### src/rtl/partsel_down_unpacker.sv
// -----------------------------------------------------------------------------
// partsel_down_unpacker
//
// Purpose:
//   Takes one packed word and hands it out as N/FW fields of FW bits each, one
//   field per output handshake. The leftmost field (the one containing index
//   MSB) goes out first. Each field is read with an indexed descending
//   part-select, buffer[ptr -: FW], where ptr is a signed pointer register.
//   This block is the read-side counterpart of a variable-offset '+:' write
//   path. It exercises '-:' selects on descending, ascending and negative-index
//   word ranges.
//
// Parameters:
//   MSB, LSB : declared word range [MSB:LSB]. MSB < LSB gives an ascending
//              (big-endian) range. Either index may be negative.
//   FW       : field width. N = |MSB-LSB|+1 must be a multiple of FW.
//
// Ports:
//   clk        clock; all state updates on the rising edge
//   rst_n      synchronous active-low reset
//   in_valid   a word is offered on in_data
//   in_ready   the unpacker accepts a word this cycle
//   in_data    packed word, declared [MSB:LSB]
//   out_valid  out_field holds a valid field
//   out_ready  the consumer takes out_field this cycle
//   out_field  current field; out_field[FW-1] is the bit nearest MSB
//   out_idx    index k of the current field, 0 = leftmost
//   out_last   the current field is the final one, k = N/FW-1
// -----------------------------------------------------------------------------
module partsel_down_unpacker #(
  parameter int MSB = 7,
  parameter int LSB = 0,
  parameter int FW  = 2,
  // Derived values. These are not meant to be overridden.
  parameter int N   = (MSB >= LSB) ? (MSB - LSB + 1) : (LSB - MSB + 1),
  parameter int NF  = N / FW,
  parameter int IW  = (NF > 1) ? $clog2(NF) : 1
) (
  input  logic            clk,
  input  logic            rst_n,
  input  logic            in_valid,
  output logic            in_ready,
  input  logic [MSB:LSB]  in_data,
  output logic            out_valid,
  input  logic            out_ready,
  output logic [FW-1:0]   out_field,
  output logic [IW-1:0]   out_idx,
  output logic            out_last
);

  // The word must split into whole fields.
  if ((N % FW) != 0) begin : g_bad_width
    $error("partsel_down_unpacker: word width %0d is not a multiple of FW=%0d", N, FW);
  end

  // ---------------------------------------------------------------------------
  // Constants
  // ---------------------------------------------------------------------------
  localparam logic [0:0] IDLE = 1'b0;
  localparam logic [0:0] EMIT = 1'b1;

  localparam bit DESC = (MSB >= LSB);

  // A 32-bit signed pointer covers MSB +/- N for any practical word.
  localparam int PW = 32;

  // Field 0 always holds index MSB in its top bit. For a descending range the
  // '-:' base is MSB itself. For an ascending range the base is the far end
  // of the field, so that the select [base-FW+1 : base] starts at MSB.
  localparam logic signed [PW-1:0] PTR0 = DESC ? PW'(MSB) : PW'(MSB + FW - 1);
  localparam logic signed [PW-1:0] STEP = DESC ? -PW'(FW) : PW'(FW);

  localparam int LO = (MSB < LSB) ? MSB : LSB;
  localparam int HI = (MSB < LSB) ? LSB : MSB;

  localparam logic [IW-1:0] K_LAST = IW'(NF - 1);

  // ---------------------------------------------------------------------------
  // State
  // ---------------------------------------------------------------------------
  logic [0:0]             state;
  logic [MSB:LSB]         buffer;
  logic signed [PW-1:0]   ptr;
  logic [IW-1:0]          k;

  logic                   in_accept;
  logic                   emit;

  assign emit      = (state == EMIT);
  assign out_valid = emit;
  assign out_idx   = k;
  assign out_last  = emit && (k == K_LAST);

  // A new word may be taken in the same cycle the last field leaves. This
  // keeps back-to-back words free of idle cycles.
  assign in_ready  = (state == IDLE) || (out_last && out_ready);
  assign in_accept = in_valid && in_ready;

  // ---------------------------------------------------------------------------
  // Field extraction
  // ---------------------------------------------------------------------------
  // NOTE: give every always_comb output a default first. A path that does not
  //       assign the output would otherwise infer a latch.
  always_comb begin
    out_field = '0;
    // In IDLE the pointer is not kept in range, so the select is used only in
    // EMIT. Reset therefore reads back as an all-zero field.
    if (emit) begin
      out_field = buffer[ptr -: FW];
    end
  end

  // ---------------------------------------------------------------------------
  // Sequencing
  // ---------------------------------------------------------------------------
  // NOTE: use non-blocking assignments for every register here. Blocking
  //       assignments would let later statements see this cycle's new values
  //       and would race with other clocked processes.
  always_ff @(posedge clk) begin
    if (!rst_n) begin
      state  <= IDLE;
      // NOTE: the word buffer is a register, not a memory array, so it is
      //       cheap to clear. Clearing it gives a defined value after reset.
      buffer <= '0;
      ptr    <= '0;
      k      <= '0;
    end else if (in_accept) begin
      state  <= EMIT;
      buffer <= in_data;
      ptr    <= PTR0;
      k      <= '0;
    end else if (emit && out_ready) begin
      if (out_last) begin
        state <= IDLE;
        ptr   <= '0;
        k     <= '0;
      end else begin
        ptr <= ptr + STEP;
        k   <= k + 1'b1;
      end
    end
  end

  // ---------------------------------------------------------------------------
  // The pointer must never select outside the declared range while a field is
  // being presented.
  // ---------------------------------------------------------------------------
  ptr_in_range : assert property (
    @(posedge clk) disable iff (!rst_n)
      emit |-> ((ptr - PW'(FW) + 1 >= PW'(LO)) && (ptr <= PW'(HI)))
  );

endmodule
### config.mk
export PLATFORM = sky130hd
export DESIGN_NAME = partsel_down_unpacker
export DESIGN_NICKNAME = d
export VERILOG_FILES = /design/src/rtl/partsel_down_unpacker.sv
export SDC_FILE = /design/constraint.sdc
export NUM_CORES = 1
export LEC_CHECK = 0
export CORE_MARGIN = 4
export CORE_UTILIZATION = 48
export DETAILED_ROUTE_END_ITERATION = 6
export DONT_BUFFER_PORTS = 1
export HOLD_SLACK_MARGIN = 0.05
export PLACE_DENSITY = 0.65
export SLEW_MARGIN = 15
export SYNTH_ARGS = -nofsm -noshare
export SYNTH_HDL_FRONTEND = slang
export SYNTH_SLANG_ARGS = --single-unit
### constraint.sdc
create_clock -name clk -period 1.4 [get_ports clk]
set_input_delay 0.28 -clock clk [delete_from_list [all_inputs] [get_ports clk]]
set_output_delay 0.28 -clock clk [all_outputs]
set_load 0.01 [all_outputs]
; ---- After elaboration in Yosys (flattened, before gate mapping)
; Index checks and enable logic that the tools add are counted.
[totals]
regBits = 43
inputBits = 12
out_inout_bits = 7
elab_cells = 28
[classes]
addsub = 2
n_eq_ne = 1
n_shift = 1
muxes = 8
bitwise_logic = 2
reduce_logical = 9
[op_table]
columns = operator, n
row1 = $add A32 B2 Y32 const B, 1
row2 = $mux W32, 1
row3 = $shiftx A9 B32 Y2, 1
row4 = $mux W3, 2
row5 = $logic_and A1 B1 Y1, 4
row6 = $mux W2, 2
row7 = $reduce_bool A2 Y1, 2
row8 = $mux W1, 3
row9 = $add A2 B1 Y2 const B, 1
row10 = $eq A2 B2 Y1 const B, 1
row11 = $not A1 Y1, 2
row12 = $reduce_and A2 Y1, 1
row13 = $reduce_or A2 Y1, 1
row14 = $logic_or A1 B1 Y1, 1

; ---- Depth between registers and ports, before layout
; Gate-level depths: netlist (run 1).
[depth]
word_depth = 7
depth_mapped = 5

; ---- Least setup slack after synthesis (run 1)
; Ideal clock, no wire load.
[synth_timing]
kind = reg2out
start = reg ptr[0]
end = out out_field[0]
arrival_ns = 1.150
required_ns = 1.120
slack_ns = -0.030
stages_incl_launch_ff = 3
cell_sequence = dfxtp_1 or4b_1 nor2b_1
[synth_via]
elab_chain_cells = 2
[synth_rtl]
columns = item, line
row1 = from (decl), 83  ; logic signed [PW-1:0] ptr;
row2 = from (signal assigned), 138  ; ptr <= ptr + STEP;
row3 = $shiftx A9 B32 Y2, 109  ; out_field = buffer[ptr -: FW];
row4 = $mux W2, 108  ; if (emit) begin
row5 = to (decl), 46  ; output logic [FW-1:0] out_field,
; No other way between the ends.

; ---- Worst setup path after layout (run 1)
[layout_timing]
start = reg ptr[3]
end = out out_field[0]
; The elaborated chain is that of the path after synthesis.

==> run_results.csv, run 1 <==
group,metric,value,unit
route,viasPerCell,5.80,
synth,synth_cells,85,
timing,period_minus_slack,1.62,ns
run_status,status,"finished, violations left",
floorplan,initial_utilization,0.522,
worst_setup_path,rr_startpoint,"ptr[1]",
power,max-vdd-ir-drop,0.625,mV
clock_tree,cts_hold_buf,0,
floorplan,rows,14,
global_route,grt.overflow.total,0,
cells_and_area,area_growth_syn_to_layout,25.8,%
synth,yosys_warnings,0,
synth,syn-cell-area,805,µm²
clock_tree,clockRootBuffer,"clkbuf_4",
floorplan,die-height,48.9,µm
timing,relSlewSlack,0.811,
cells_and_area,fillers,124,
synth,syn_area_per_cell,9.46,µm²
floorplan,coreArea,1540,µm²
worst_setup_path,crit_type,"reg -> out",
placed_design,gp_congestion,0.687,
global_route,antenna_found_initial,0,
clock_tree,htree_num_levels,1,
run_status,violations,"negative setup slack",
timing,period_share,1.15,
worst_hold_path,hp-start,"rst_n",
global_route,use_met2,0.239,
cells_and_area,nNetsFinal,114,
timing,rsz0062_at_grt,"yes",
job,drv_cap,0,
timing,setup_viol,2,
placed_design,place_ws,0.0319,ns
route,ant_nets,0,
clock_tree,cts_sinks,16,
cells_and_area,drive_gt1_frac,0.374,
worst_setup_path,r2r_cells,6,
route,avgRoutedWirePerCell,15.4,µm
worst_hold_path,hp-class,"in -> reg",
synth,synth_seq_area_share,0.398,
synth,yosys.area.top_type,"dfxtp_1",
global_route,grt_usage,0.158,
timing,worst_slack,-0.216,ns
clock_tree,cts_made_buffers,3,
cells_and_area,diodes,0,
placed_design,place_hpwl,1230,µm
clock_tree,clkTransAtPathRegs,0.10,ns
placed_design,io_buffers,0,
synth,synth_cell_type_count,27,
timing,drv_slew,0,
timing,hold_violations,0,
global_route,busiest_layer,"met2",
worst_setup_path,reg2reg_to,"ptr[5]",
floorplan,die_w,48.9,µm
worst_hold_path,hold_depth,1,
synth,netlist_top_cells_area,"dfxtp_1, mux2i_1, nand2_1",
timing,hold_ws,0.0940,ns
worst_setup_path,crit_chain,"or4b_4, nor2b_4",
clock_tree,ctsLongestPathBuffers,2,
clock_tree,cts_tree,"done",
global_route,grt_max_degree,23,
route,dr.pass1.iters,4,
worst_setup_path,crit_fanout,2,
route,drc,0,
power,power_density,983,nW/µm²
route,routed_wl,1770,µm
route,vias,667,
timing,clock_skew,0.00400,ns
power,p_leak,0.000422,µW
synth,synth_nets,99,
floorplan,die_area,2400,µm²
worst_setup_path,cp_slowest_stage_delay,0.57,ns
global_route,grt_pass1_vias,668,
synth,synth_top_area_frac,0.398,
floorplan,pin_count,19,
worst_setup_path,worstPathArrival,1.34,ns
global_route,use_met1,0.199,
worst_setup_path,critPathSlowestCell,"or4b_4",
global_route,grt_pass1_wl,2930,µm
worst_setup_path,ff2ff_setup_slack,0.03,ns
route,drtIter0Drc,9,
clock_tree,clk_latency,0.29,ns
timing,max_freq,0.619,GHz
worst_setup_path,cp-start-kind,"flip-flop",
synth,ys_ff_latch,16,
worst_setup_path,crit_path_end_kind,"output port",
global_route,use_met3,0.0459,
worst_hold_path,holdPathEnd,"ptr[0]",
worst_setup_path,required,1.12,ns
timing,tightest_slew,0.281,ns
==> Yosys cell counts <==
cell type and count:
nand2_1 17, dfxtp_1 16, mux2i_1 11, inv_1 4, a21oi_1 3, nand3_1 3
nor2_1 3, nor2b_1 3, clkbuf_1 2, ha_1 2, mux4_1 2, nor3b_1 2
o31ai_1 2, or3_1 2, a21boi_0 1, a21boi_2 1, a21o_2 1, and2_1 1
nand2_2 1, nand2b_1 1, nor2_4 1, o21a_1 1, o21ai_0 1, o221a_2 1
or4_1 1, or4b_1 1, xor2_1 1
==> worst max-delay path by stage <==
stage               startpoint           end  cells past startpoint
finish                  ptr[3]  out_field[0]                      2
global route            ptr[3]  out_field[1]                      2
CTS                     ptr[3]  out_field[0]                      2
detailed placement      ptr[5]  out_field[0]                      2
global placement        ptr[2]  out_field[1]                      2
floorplan               ptr[1]  out_field[0]                      2
==> state kept, by name, summed over array words and instances (netlist names) <==
signal,count
buffer,8
out_idx,2
ptr,6
==> logic make-up (layout without fill, tap and decap cells) <==
| family | Yosys count | in the layout | share of synthesized area |
|---|---|---|---|
| simple gates | 36 | 36 | 0.229 |
| fa+ha+maj | 2 | 2 | 0.0311 |
| mux | 13 | 13 | 0.202 |
| buf+inv | 6 | 20 | 0.0280 |
| flops | 16 | 16 | 0.398 |
| xor+xnor | 1 | 1 | 0.0109 |
| compound gates | 11 | 11 | 0.101 |
==> power by group <==
group	switching (µW)	internal [µW]
Sequential	17.7	483
Combinational	78.8	97.5
Clock	160	159
Total	256	739
==> final cells by class <==
type / instances / area (µm²) / area share
Tap cell: 16 / 20.0 / 0.0198
Multi-Input combinational cell: 63 / 500 / 0.494
Inverter: 4 / 15.0 / 0.0148
Clock buffer: 4 / 36.3 / 0.0358
Sequential cell: 16 / 330 / 0.326
Timing Repair Buffer: 12 / 110 / 0.109
==> cell usage in the layout, fill, tap and decap left out, types with 2 or more instances in the layout <==
cell / Yosys / final
dfxtp_1: 16 / 10
dfxtp_2: 0 / 5
buf_4: 0 / 9
mux4_2: 0 / 2
nor3b_1: 2 / 2
buf_6: 0 / 2
inv_1: 4 / 4
nor2_1: 3 / 3
nand3_1: 3 / 3
nor2b_4: 0 / 2
a21oi_1: 3 / 2
o31ai_1: 2 / 2
clkbuf_4: 0 / 3
mux2i_1: 11 / 10
nand2_1: 17 / 17
==> metrics by stage <==
| step | utilization | power, µW | area [µm²] | cells | TNS (ns) |
|---|---|---|---|---|---|
| 4_1_cts | 0.619 | 979 | 953 | 112 | -0.443 |
| 6_report | 0.657 | 995 | 1010 | 115 | -0.430 |
| 5_1_grt | 0.657 | 1040 | 1010 | 115 | -0.565 |
| 2_1_floorplan | - | 616 | 806 | 85 | 0 |
| 3_5_place_dp | 0.570 | 651 | 878 | 107 | 0 |
| 3_3_place_gp | 0.570 | 645 | 878 | 107 | 0 |
==> timing repair <==
action	4_1_cts	5_1_grt
setup buffers	1	3
pin swaps	2	4
setup endpoints to repair	4	14
resized for setup	14	7
==> critical path: cells and delay by family, from the launching register on <==
family,cells,cell delay (ns)
flops,1,0.32
simple gates,2,0.72
==> layer usage <==
| layer | part of all wire | wire, µm | vias to the layer above |
|---|---|---|---|
| met5 | 0 | 0 | - |
| met4 | 0.0079 | 14 | 0 |
| met3 | 0.059 | 105 | 3 |
| met2 | 0.51 | 897 | 18 |
| met1 | 0.43 | 752 | 322 |
| li1 | - | - | 324 |
No activity file was read; power rests on OpenSTA's default activity.
==> run 2, diff against run 1 <==
Settings changed: GPL_ROUTABILITY_DRIVEN set to 1, GPL_TIMING_DRIVEN set to 0, PLACE_DENSITY 0.65 to 0.75.
==> run_results.csv, run 2 (synthesis gave the netlist of run 1 again) <==
group,metric,value,unit
run_status,status,"finished, violations left",
run_status,violations,"negative setup slack",
placed_design,place_area,826,µm²
timing,worst_slack,-0.253,ns
timing,hold_ws,0.107,ns
timing,relSlewSlack,0.731,
timing,setup_viol,4,
cells_and_area,layout_common_cells,"nand2_1, mux2i_1, dfxtp_1",
cells_and_area,fin_cells,110,
route,drc,0,
power,sw_frac_of_total,0.257,
floorplan,rows,14,
worst_setup_path,critPathSlowestCell,"or4b_4",
worst_setup_path,crit_path_end_kind,"output port",
floorplan,die_w,48.9,µm
job,drv_cap,0,
worst_setup_path,crit_chain,"or4b_4, nor2b_4",
cells_and_area,diodes,0,
floorplan,die-height,48.9,µm
power,p_total,965,µW
power,combPwrFrac,0.158,
timing,drv_slew,0,
timing,period_minus_slack,1.65,ns
power,p_leak,0.000395,µW
timing,max_freq,0.605,GHz
global_route,grt_pass1_wl,2680,µm
cells_and_area,regMostFlops,"buffer",
worst_hold_path,hp-start,"in_valid",
cells_and_area,nNetsFinal,109,
route,vias,612,
cells_and_area,drive_gt1_frac,0.255,
global_route,grt_pass1_vias,603,
worst_setup_path,rr_startpoint,"ptr[1]",
clock_tree,cts_hold_buf,0,
worst_setup_path,crit_fanout,2,
power,max-vdd-ir-drop,0.778,mV
cells_and_area,final_common_cell,"nand2_1",
power,p_int,717,µW
global_route,grt_usage,0.137,
timing,tightest_slew,0.404,ns
worst_setup_path,critPathLaunch,"ptr[3]",
route,drtIter0Drc,11,
worst_setup_path,cp_num_buf_inv,0,
clock_tree,clk_latency,0.29,ns
global_route,antenna_found_initial,0,
floorplan,initial_utilization,0.522,
clock_tree,cts_tree,"done",
timing,hold_violations,0,
global_route,grt_max_degree,11,
power,clockPowerShare,0.324,
floorplan,die_area,2400,µm²
clock_tree,clkTransAtPathRegs,0.10,ns
clock_tree,ctsLongestPathBuffers,2,
route,avgRoutedWirePerCell,14.2,µm
placed_design,place_hpwl,1120,µm
floorplan,pin_count,19,
power,power.switching,248,µW
worst_hold_path,hp-class,"in -> reg",
power,power_density,1010,nW/µm²
clock_tree,htree_num_levels,1,
clock_tree,cts_made_buffers,3,
timing,rsz0062_at_grt,"yes",
worst_setup_path,required,1.12,ns
worst_setup_path,worstPathArrival,1.37,ns
clock_tree,clockRootBuffer,"clkbuf_4",
route,routed_wl,1570,µm
cells_and_area,area_growth_syn_to_layout,19.3,%
worst_setup_path,cp_slowest_stage_delay,0.58,ns
clock_tree,cts_sinks,16,
cells_and_area,final_cell_area,960,µm²
placed_design,gp_congestion,0.750,
route,viasPerCell,5.56,
floorplan,coreArea,1540,µm²
worst_setup_path,cp-start-kind,"flip-flop",
route,dr.pass1.iters,4,
route,ant_nets,0,
worst_setup_path,cp_top_family,"simple AND/OR/NAND/NOR gates",
placed_design,io_buffers,0,
worst_setup_path,crit_type,"reg -> out",
placed_design,dp_cells,101,
power,pwr-share-seq,0.518,
timing,period_share,1.18,
global_route,grt.overflow.total,0,
cells_and_area,largest_reg_flops,8,
cells_and_area,fillers,129,
timing,clock_skew,0.000931,ns
## run 2: cell types whose count changed in the layout (fill, tap and decap cells not counted), moves of 2 or more
cell | before | now
buf_4 | 9 | 3
dfxtp_2 | 5 | 0
clkbuf_1 | 0 | 2
dfxtp_4 | 1 | 6
mux4_2 | 2 | 0
mux4_1 | 0 | 2
## run 2: worst reg2reg max path: cells and delay by family (launching register included)
kind	cells	cell delay, ns
simple gates	2	0.53
flops	1	0.36
buf+inv	2	0.20
fa+ha+maj	1	0.14
compound gates	1	0.14
## run 2: per-stage QoR
| stage | utilization | worst slack, ns | setup TNS [ns] |
|---|---|---|---|
| floorplan | - | 0.0181 | 0 |
| global placement | 0.536 | -0.0772 | -0.664 |
| detailed placement | 0.536 | -0.107 | -0.983 |
| CTS | 0.601 | -0.263 | -0.648 |
| global route | 0.623 | -0.293 | -0.758 |
| finish | 0.623 | -0.253 | -0.553 |
## run 2: power groups by stage
| stage | registers (µW) | clock network [µW] | logic (µW) |
|---|---|---|---|
| 2_1_floorplan | 513 | 0 | 103 |
| 3_3_place_gp | 519 | 0 | 115 |
| 3_5_place_dp | 521 | 0 | 119 |
| 4_1_cts | 504 | 323 | 147 |
| 5_1_grt | 504 | 343 | 169 |
| 6_report | 500 | 312 | 153 |
## run 2: metal layers
layer / vias to the layer above / track usage / part of all wire / routed length [µm]
li1: 315 / - / - / -
met1: 285 / 0.148 / 0.42 / 661
met2: 10 / 0.267 / 0.54 / 850
met3: 2 / 0.0183 / 0.029 / 45
met4: 0 / 0.0404 / 0.0057 / 9
met5: - / 0 / 0 / 0
## run 2: path summary, 6_finish.rpt
check                 endpoint  slack, ns  cells past startpoint
setup / recovery  out_field[1]      -0.25                      2
hold / removal          ptr[0]       0.11                      1
setup reg to reg        ptr[5]      -0.03                      6
hold reg to reg      buffer[0]       0.46                      2
## run 2: cell type report
cell class / instances / area, µm² / area share
plain buffers: 2 / 7.51 / 0.00782
clock buffers: 4 / 36.3 / 0.0378
inverters: 4 / 15.0 / 0.0156
multi-input cells: 63 / 500 / 0.522
flip-flops and latches: 16 / 343 / 0.357
well taps: 16 / 20.0 / 0.0209
repair buffers: 5 / 37.5 / 0.0391
## run 2: repair_timing
item                                    in CTS  in global routing
setup buffers                                3                  2
pin swaps                                    1                  5
endpoints found under the setup margin      14                  6
gates resized for setup                     15                  6
hold endpoints to repair                     0                  0
